File: config.mk
export PLATFORM = sky130hd
export DESIGN_NAME = store_unit
export DESIGN_NICKNAME = d
export VERILOG_FILES = /design/src/rtl/store_unit.sv
export SDC_FILE = /design/constraint.sdc
export NUM_CORES = 1
export LEC_CHECK = 0
export ABC_CLOCK_PERIOD_IN_PS = 1500
export BUFFER_PORTS_ARGS = -buffer_cell sky130_fd_sc_hd__buf_4
export CAP_MARGIN = 20
export CELL_PAD_IN_SITES_DETAIL_PLACEMENT = 0
export CELL_PAD_IN_SITES_GLOBAL_PLACEMENT = 1
export CORE_MARGIN = 1
export CORE_UTILIZATION = 30
export DETAILED_ROUTE_END_ITERATION = 7
export GPL_ROUTABILITY_DRIVEN = 0
export PLACE_DENSITY_LB_ADDON = 0.1
export SYNTH_ARGS = -nofsm -noshare
export SYNTH_HDL_FRONTEND = slang
export SYNTH_SLANG_ARGS = --single-unit
export TNS_END_PERCENT = 20
File: constraint.sdc
create_clock -name clk -period 1.5 [get_ports clk]
set_input_delay 0 -clock clk [delete_from_list [all_inputs] [get_ports clk]]
set_output_delay 0 -clock clk [all_outputs]
set_load 0.02 [all_outputs]
File: src/rtl/store_unit.sv
// Store execution stage: pops ready stores, reports completion, waits for ROB commit, writes memory.
// Define STORE_UNIT_TIMEOUT_EN to add the MEM-phase watchdog and the sticky mem_error output.
`ifndef ROB_LENGTH
`define ROB_LENGTH 16
`endif
`ifndef NUM_D_REG
`define NUM_D_REG 32
`endif

module store_unit #(
  parameter int DATA_W  = 16,
  parameter int TIMEOUT = 64
) (
  input  logic                          clk,
  input  logic                          n_rst,
  input  logic                          sb_valid,
  input  logic [$clog2(`ROB_LENGTH)-1:0] sb_rob_addr,
  input  logic [$clog2(`NUM_D_REG)-1:0]  sb_ra_addr,
  input  logic [$clog2(`NUM_D_REG)-1:0]  sb_rt_addr,
  input  logic                          sb_retain,
  output logic                          sb_pop,
  output logic [$clog2(`NUM_D_REG)-1:0]  rf_ra_addr,
  output logic [$clog2(`NUM_D_REG)-1:0]  rf_rt_addr,
  input  logic [DATA_W-1:0]             rf_ra_data,
  input  logic [DATA_W-1:0]             rf_rt_data,
  output logic                          complete_valid,
  output logic [$clog2(`ROB_LENGTH)-1:0] complete_rob_addr,
  input  logic                          commit_valid,
  input  logic [$clog2(`ROB_LENGTH)-1:0] commit_rob_addr,
  input  logic                          flush,
  output logic                          mem_req,
  output logic [DATA_W-1:0]             mem_addr,
  output logic [DATA_W-1:0]             mem_wdata,
  input  logic                          mem_ready,
`ifdef STORE_UNIT_TIMEOUT_EN
  output logic                          busy,
  output logic                          mem_error
`else
  output logic                          busy
`endif
);

  localparam int ROB_W = $clog2(`ROB_LENGTH);

  typedef enum logic [1:0] {
    IDLE        = 2'd0,
    COMPLETE    = 2'd1,
    WAIT_COMMIT = 2'd2,
    MEM         = 2'd3
  } state_t;

  state_t             state_q, state_d;
  logic [ROB_W-1:0]   rob_q, rob_d;
  logic [DATA_W-1:0]  addr_q, addr_d;
  logic [DATA_W-1:0]  data_q, data_d;
  logic               tmo;

  assign rf_ra_addr        = sb_ra_addr;
  assign rf_rt_addr        = sb_rt_addr;
  assign complete_rob_addr = rob_q;
  assign mem_addr          = addr_q;
  assign mem_wdata         = data_q;
  assign busy              = (state_q != IDLE);

`ifdef STORE_UNIT_TIMEOUT_EN
  localparam int CNT_W = $clog2(TIMEOUT + 1);

  logic [CNT_W-1:0] cnt_q, cnt_d;
  logic             err_q, err_d;

  // Counter sits at zero outside MEM, so it is already clear on entry.
  always_comb begin
    cnt_d = '0;
    tmo   = 1'b0;
    if (state_q == MEM && !mem_ready) begin
      cnt_d = cnt_q + CNT_W'(1);
      tmo   = (cnt_d == CNT_W'(TIMEOUT));
    end
    err_d = err_q | tmo;
  end

  always_ff @(posedge clk) begin
    if (!n_rst) begin
      cnt_q <= '0;
      err_q <= 1'b0;
    end else begin
      cnt_q <= cnt_d;
      err_q <= err_d;
    end
  end

  assign mem_error = err_q;
`else
  assign tmo = 1'b0;
`endif

  always_comb begin
    state_d        = state_q;
    rob_d          = rob_q;
    addr_d         = addr_q;
    data_d         = data_q;
    sb_pop         = 1'b0;
    complete_valid = 1'b0;
    mem_req        = 1'b0;
    unique case (state_q)
      IDLE: begin
        sb_pop = ~flush;
        if (!flush && sb_valid && !sb_retain) begin
          rob_d   = sb_rob_addr;
          addr_d  = rf_ra_data;
          data_d  = rf_rt_data;
          state_d = COMPLETE;
        end
      end
      COMPLETE: begin
        if (flush) begin
          state_d = IDLE;
        end else begin
          complete_valid = 1'b1;
          state_d        = WAIT_COMMIT;
        end
      end
      WAIT_COMMIT: begin
        // Flush wins over a same-cycle matching commit.
        if (flush) begin
          state_d = IDLE;
        end else if (commit_valid && commit_rob_addr == rob_q) begin
          state_d = MEM;
        end
      end
      MEM: begin
        // Already committed: flush cannot cancel the write.
        mem_req = 1'b1;
        if (mem_ready || tmo) begin
          state_d = IDLE;
        end
      end
      default: state_d = IDLE;
    endcase
  end

  always_ff @(posedge clk) begin
    if (!n_rst) begin
      state_q <= IDLE;
      rob_q   <= '0;
      addr_q  <= '0;
      data_q  <= '0;
    end else begin
      state_q <= state_d;
      rob_q   <= rob_d;
      addr_q  <= addr_d;
      data_q  <= data_d;
    end
  end

endmodule

== After elaboration in Yosys (flattened, before gate mapping) ==
Index checks and enable logic that the tools add are counted.

* Input port bits: 57
* Register bits: 38
* Output and inout port bits: 50
* Word-level logic and storage cells: 31

* Reductions and logical operators: 9
* Equality and inequality tests: 7
* Bitwise operators: 1
* Mux-type cells: 10

{| class="wikitable"
|+ Operators by type and width
! operator !! count
|-
| $mux W2 || 5
|-
| $pmux W2 S4 || 1
|-
| $eq A2 B2 Y1 const B || 2
|-
| $eq A4 B4 Y1 || 1
|-
| $mux W1 || 4
|-
| $ne A2 B2 Y1 const B || 2
|-
| $logic_and A1 B1 Y1 || 3
|-
| $ne A3 B3 Y1 const B || 1
|-
| $reduce_and A3 Y1 || 1
|-
| $eq A2 B1 Y1 const B || 1
|-
| $logic_not A1 Y1 || 2
|-
| $logic_not A2 Y1 || 1
|-
| $reduce_and A2 Y1 || 1
|-
| $reduce_bool A2 Y1 || 1
|-
| $not A1 Y1 || 1
|}

== Depth between registers and ports, before layout ==
* Depth after elaboration: 5
* Mapped depth: 6
* Mapped depth without buffers: 4

== Worst setup path before layout ==
OpenSTA, ideal clock, no wires.

* Kind: register to register
* Start point: register state_q[1]
* End point: register rob_q[0], in the netlist complete_rob_addr[0]
* Cell stages (with the launch flop): 6
* Setup time: 120 ps
* Path buffers: 2
* Data arrival time: 1240 ps
* Slack: 141 ps
* Period minus slack after synthesis: 1359 ps
* Cell sequence: dfxtp_1 or3_1 buf_6 clkbuf_2 o21ai_0 a21boi_1

* Cells in the longest elaborated chain, start to end: 2

{| class="wikitable"
|+ RTL lines
! item !! line !! RTL
|-
| from (decl) || 52 || <nowiki>state_t state_q, state_d;</nowiki>
|-
| from (signal assigned) || 149 || <nowiki>state_q <= state_d;</nowiki>
|-
| $logic_not A2 Y1 || 105 || <nowiki>unique case (state_q)</nowiki>
|-
| $reduce_and A2 Y1 (no line) || - ||
|-
| to (signal assigned) || 150 || <nowiki>rob_q <= rob_d;</nowiki>
|-
| to (decl) || 53 || <nowiki>logic [ROB_W-1:0] rob_q, rob_d;</nowiki>
|}

No other way between the ends.
A chain may end at the register's enable or synchronous reset.

== Worst setup path after layout ==
* Start point: register state_q[0]
* End point: output sb_pop

* Cells in the longest elaborated chain, start to end: 2

{| class="wikitable"
|+ RTL lines
! item !! line !! RTL
|-
| $logic_not A2 Y1 || 105 ||
|-
| $mux W1 || 105 ||
|-
| to (decl) || 21 || <nowiki>output logic sb_pop,</nowiki>
|}

No other way between the ends.

==> impl_metrics.py <==
metrics = {
    "job": {
        "max-cap-violations": 0,
    },
    "power_and_ir_drop": {
        "p_leak_nw": 1.19,
        "power.density_nw_per_um2": 767,
        "p_comb_share_pct": 21.1,
        "power_switching_mw": 0.571,
        "p_int_mw": 1.61,
        "power_frac_clock_pct": 30.4,
        "seq_power_share_pct": 48.5,
        "swShare_pct": 26.1,
        "peakVddDrop_mv": 0.307,
    },
    "run_status": {
        "status": "finished clean",
    },
    "clocking": {
        "clk_pin_slew_ns": 0.08,
        "cts-root-buf": "clkbuf_8",
        "numCtsBuffers": 5,
        "clk_latency_ns": 0.29,
        "cts.sinks": 38,
        "cts_tree": "yes",
        "htreeDepth": 2,
        "clockBufferDepth": 2,
    },
    "die": {
        "num_rows": 27,
        "start_util_pct": 31.9,
        "die_w_um": 79.2,
        "dieArea_um2": 6270,
        "core-area_um2": 5610,
        "chipHeight_um": 79.2,
        "io_pins": 107,
    },
    "grt": {
        "track_usage_pct": 18.1,
        "grt_pass1_vias": 1838,
        "grt_start_max_net_pins": 39,
        "grt_remaining_overflow": 0,
        "grt_pass1_wl_mm": 8.76,
        "antenna_found_initial": 0,
    },
    "yosys": {
        "yosys.cell_count.top_type": "dfxtp_1",
        "avgSynthCellArea_um2": 9.02,
        "async_reset_ff_share_pct": 0,
        "yosysSeqAreaShare_pct": 42.6,
        "synth_area_leaders": "dfxtp_1, a21boi_1, nand3_1, o21ai_0, buf_4",
        "synth_top_cell_area_share_pct": 42.6,
        "synth.largest_area_cell": "dfxtp_1",
        "synth_common_cells": "dfxtp_1, nand3_1, o21ai_0, a21boi_1, buf_4",
        "synthesis.nets": 255,
        "synthFlopType": "dfxtp_1",
        "synth.distinct_cells": 27,
        "ys_warn_count": 0,
        "ys_seq_elements": 38,
        "syn_area_um2": 1790,
        "synth_cells": 198,
        "synth-edff-count": 0,
    },
    "critical_path": {
        "critPathMaxFanout": 19,
        "setup.worst_path.start": "state_q[0]",
        "regToRegEndpoint": "mem_addr[10]",
        "cp-endpoint": "sb_pop",
        "cp_slowest_cell": "or3_4",
        "end_kind": "output pin",
        "startpoint_type": "flop",
        "r2r_cells": 5,
        "cp.required_ns": 1.50,
        "r2r_start": "state_q[0]",
        "crit_arrival_ns": 1.44,
        "cp_cell_sequence": "or3_4 -> buf_12 -> inv_16 -> buf_4",
        "path_class": "flop to output pin",
        "r2r_slack_ns": 0.15,
        "max_stage_delay_ns": 0.41,
    },
    "final_layout": {
        "final_core_util_pct": 50.8,
        "syn_to_final_growth_pct": 59.4,
        "layout.nets": 364,
        "fillers": 578,
        "drive_gt1_share_pct": 35.2,
        "n_antenna_cell": 0,
    },
    "sta": {
        "rsz0062_at_grt": "false",
        "setup_viol": 0,
        "final_hold_viol_count": 0,
        "setup_tns_ns": 0,
        "fin_crit_sh_pct": 96.3,
        "post-route-min-period_ns": 1.44,
        "tightest_slew_ns": 0.394,
        "skew_ns": 0.00749,
        "fmax_ghz": 0.692,
        "drv_slew": 0,
        "max_slew_margin_pct": 73.7,
    },
    "route": {
        "drc": 0,
        "drt-total-wl_mm": 5.43,
        "routed-via-count": 1823,
        "vias_per_cell": 4.81,
        "drt_iter0_drc": 60,
        "wl_per_cell_um": 14.3,
        "ant_nets": 0,
        "drt-pass1-iter-count": 4,
    },
    "placed_design": {
        "io_buffer_count": 86,
        "dp_hpwl_mm": 3.30,
    },
    "hold_path": {
        "min_path_type": "primary input to output pin",
    },
}
-- timing repair --
action,4_1_cts,5_1_grt
gates resized for setup,1,1
setup endpoints to repair,1,7
pin swaps,0,1
buffers inserted,0,0
hold buffers,36,0
hold endpoints to repair,36,0
cloned,1,1
-- power groups by stage --
stage	combinational [mW]	clock, mW	sequential, mW
floorplan	0.204	0	1.12
global placement	0.371	0	1.08
detailed placement	0.370	0	1.08
CTS	0.454	0.684	1.06
global route	0.499	0.744	1.06
finish	0.461	0.665	1.06
-- cells in the final DEF (no fill, tap or decap) --
cell           instances
nor2b_1                1
or3_4                  1
buf_4                 92
a211oi_1               1
a21boi_0               6
clkbuf_16              1
nand3_1               37
clkbuf_8               5
buf_12                 1
nor3b_1                1
or2_2                  2
clkbuf_1               2
o21a_1                 1
inv_16                 1
and3b_2                1
o21ai_0               37
mux2i_1                1
inv_6                  1
and2_2                 1
xnor2_1                3
a21oi_1                2
nor2b_2                1
o221a_2                1
nand2b_1               1
dfxtp_1               38
a21boi_1              30
dlygate4sd3_1         36
xor2_1                 1
nand2_1                1
-- critical path, delay by kind of cell (launching register included) --
family | cells | cell delay [ns]
buf+inv | 3 | 0.42
flops | 1 | 0.32
simple gates | 1 | 0.41
-- routing by layer --
layer  part of all wire (%)  routed length (µm)  track usage (%)  up-vias
met1                     45                2420             22.1      845
met3                    5.3                 288             5.29       17
met2                     49                2640             30.1       52
met5                      0                   0                0        -
li1                       -                   -                -      909
met4                    1.6                  89             6.55        0
-- per-stage QoR --
step	hold WS [ns]	setup slack (ns)	std cells	cell area [µm²]	total power [mW]
finish	0.00000777	0.0553	379	2850	2.19
global route	0.0000411	0.00641	379	2850	2.31
CTS	0.000236	0.0153	378	2820	2.20
detailed placement	0.000236	0.115	334	2370	1.45
global placement	0.000236	0.151	334	2370	1.45
floorplan	0.0886	0.141	198	1790	1.32
-- how the worst min path moves through the flow --
stage,startpoint,endpoint,slack (ns),cells after the start
6_report,sb_rt_addr[0],rf_rt_addr[0],0.000008,0
5_1_grt,sb_ra_addr[1],rf_ra_addr[1],0.00004,0
4_1_cts,sb_ra_addr[1],rf_ra_addr[1],0.0002,0
2_1_floorplan,flush,complete_valid,0.09,1
3_3_place_gp,sb_ra_addr[1],rf_ra_addr[1],0.0002,0
3_5_place_dp,sb_ra_addr[1],rf_ra_addr[1],0.0002,0
-- flip-flops by register name, summed over array words and instances, names as in the netlist --
register	count
complete_rob_addr	4
mem_wdata	16
state_q	2
mem_addr	16
-- logic make-up after synthesis --
kind of cell	Yosys count	synth area share (%)
flops	38	42.6
compound gates	78	27.5
xor+xnor	4	1.96
buf+inv	30	13.3
simple gates	47	14.1
mux	1	0.560
-- cell type report --
cell class                 count  area (µm²)  share of cell area, %
timing repair buffer         130        1100                   38.5
multi-input combinational    130         796                   27.9
sequential                    38         761                   26.7
tap                           72        90.1                   3.16
clock buffer                   7        76.3                   2.68
inverter                       1        20.0                  0.703
timing repair inverter         1        8.76                  0.308
No activity file was read; power rests on OpenSTA's default activity.
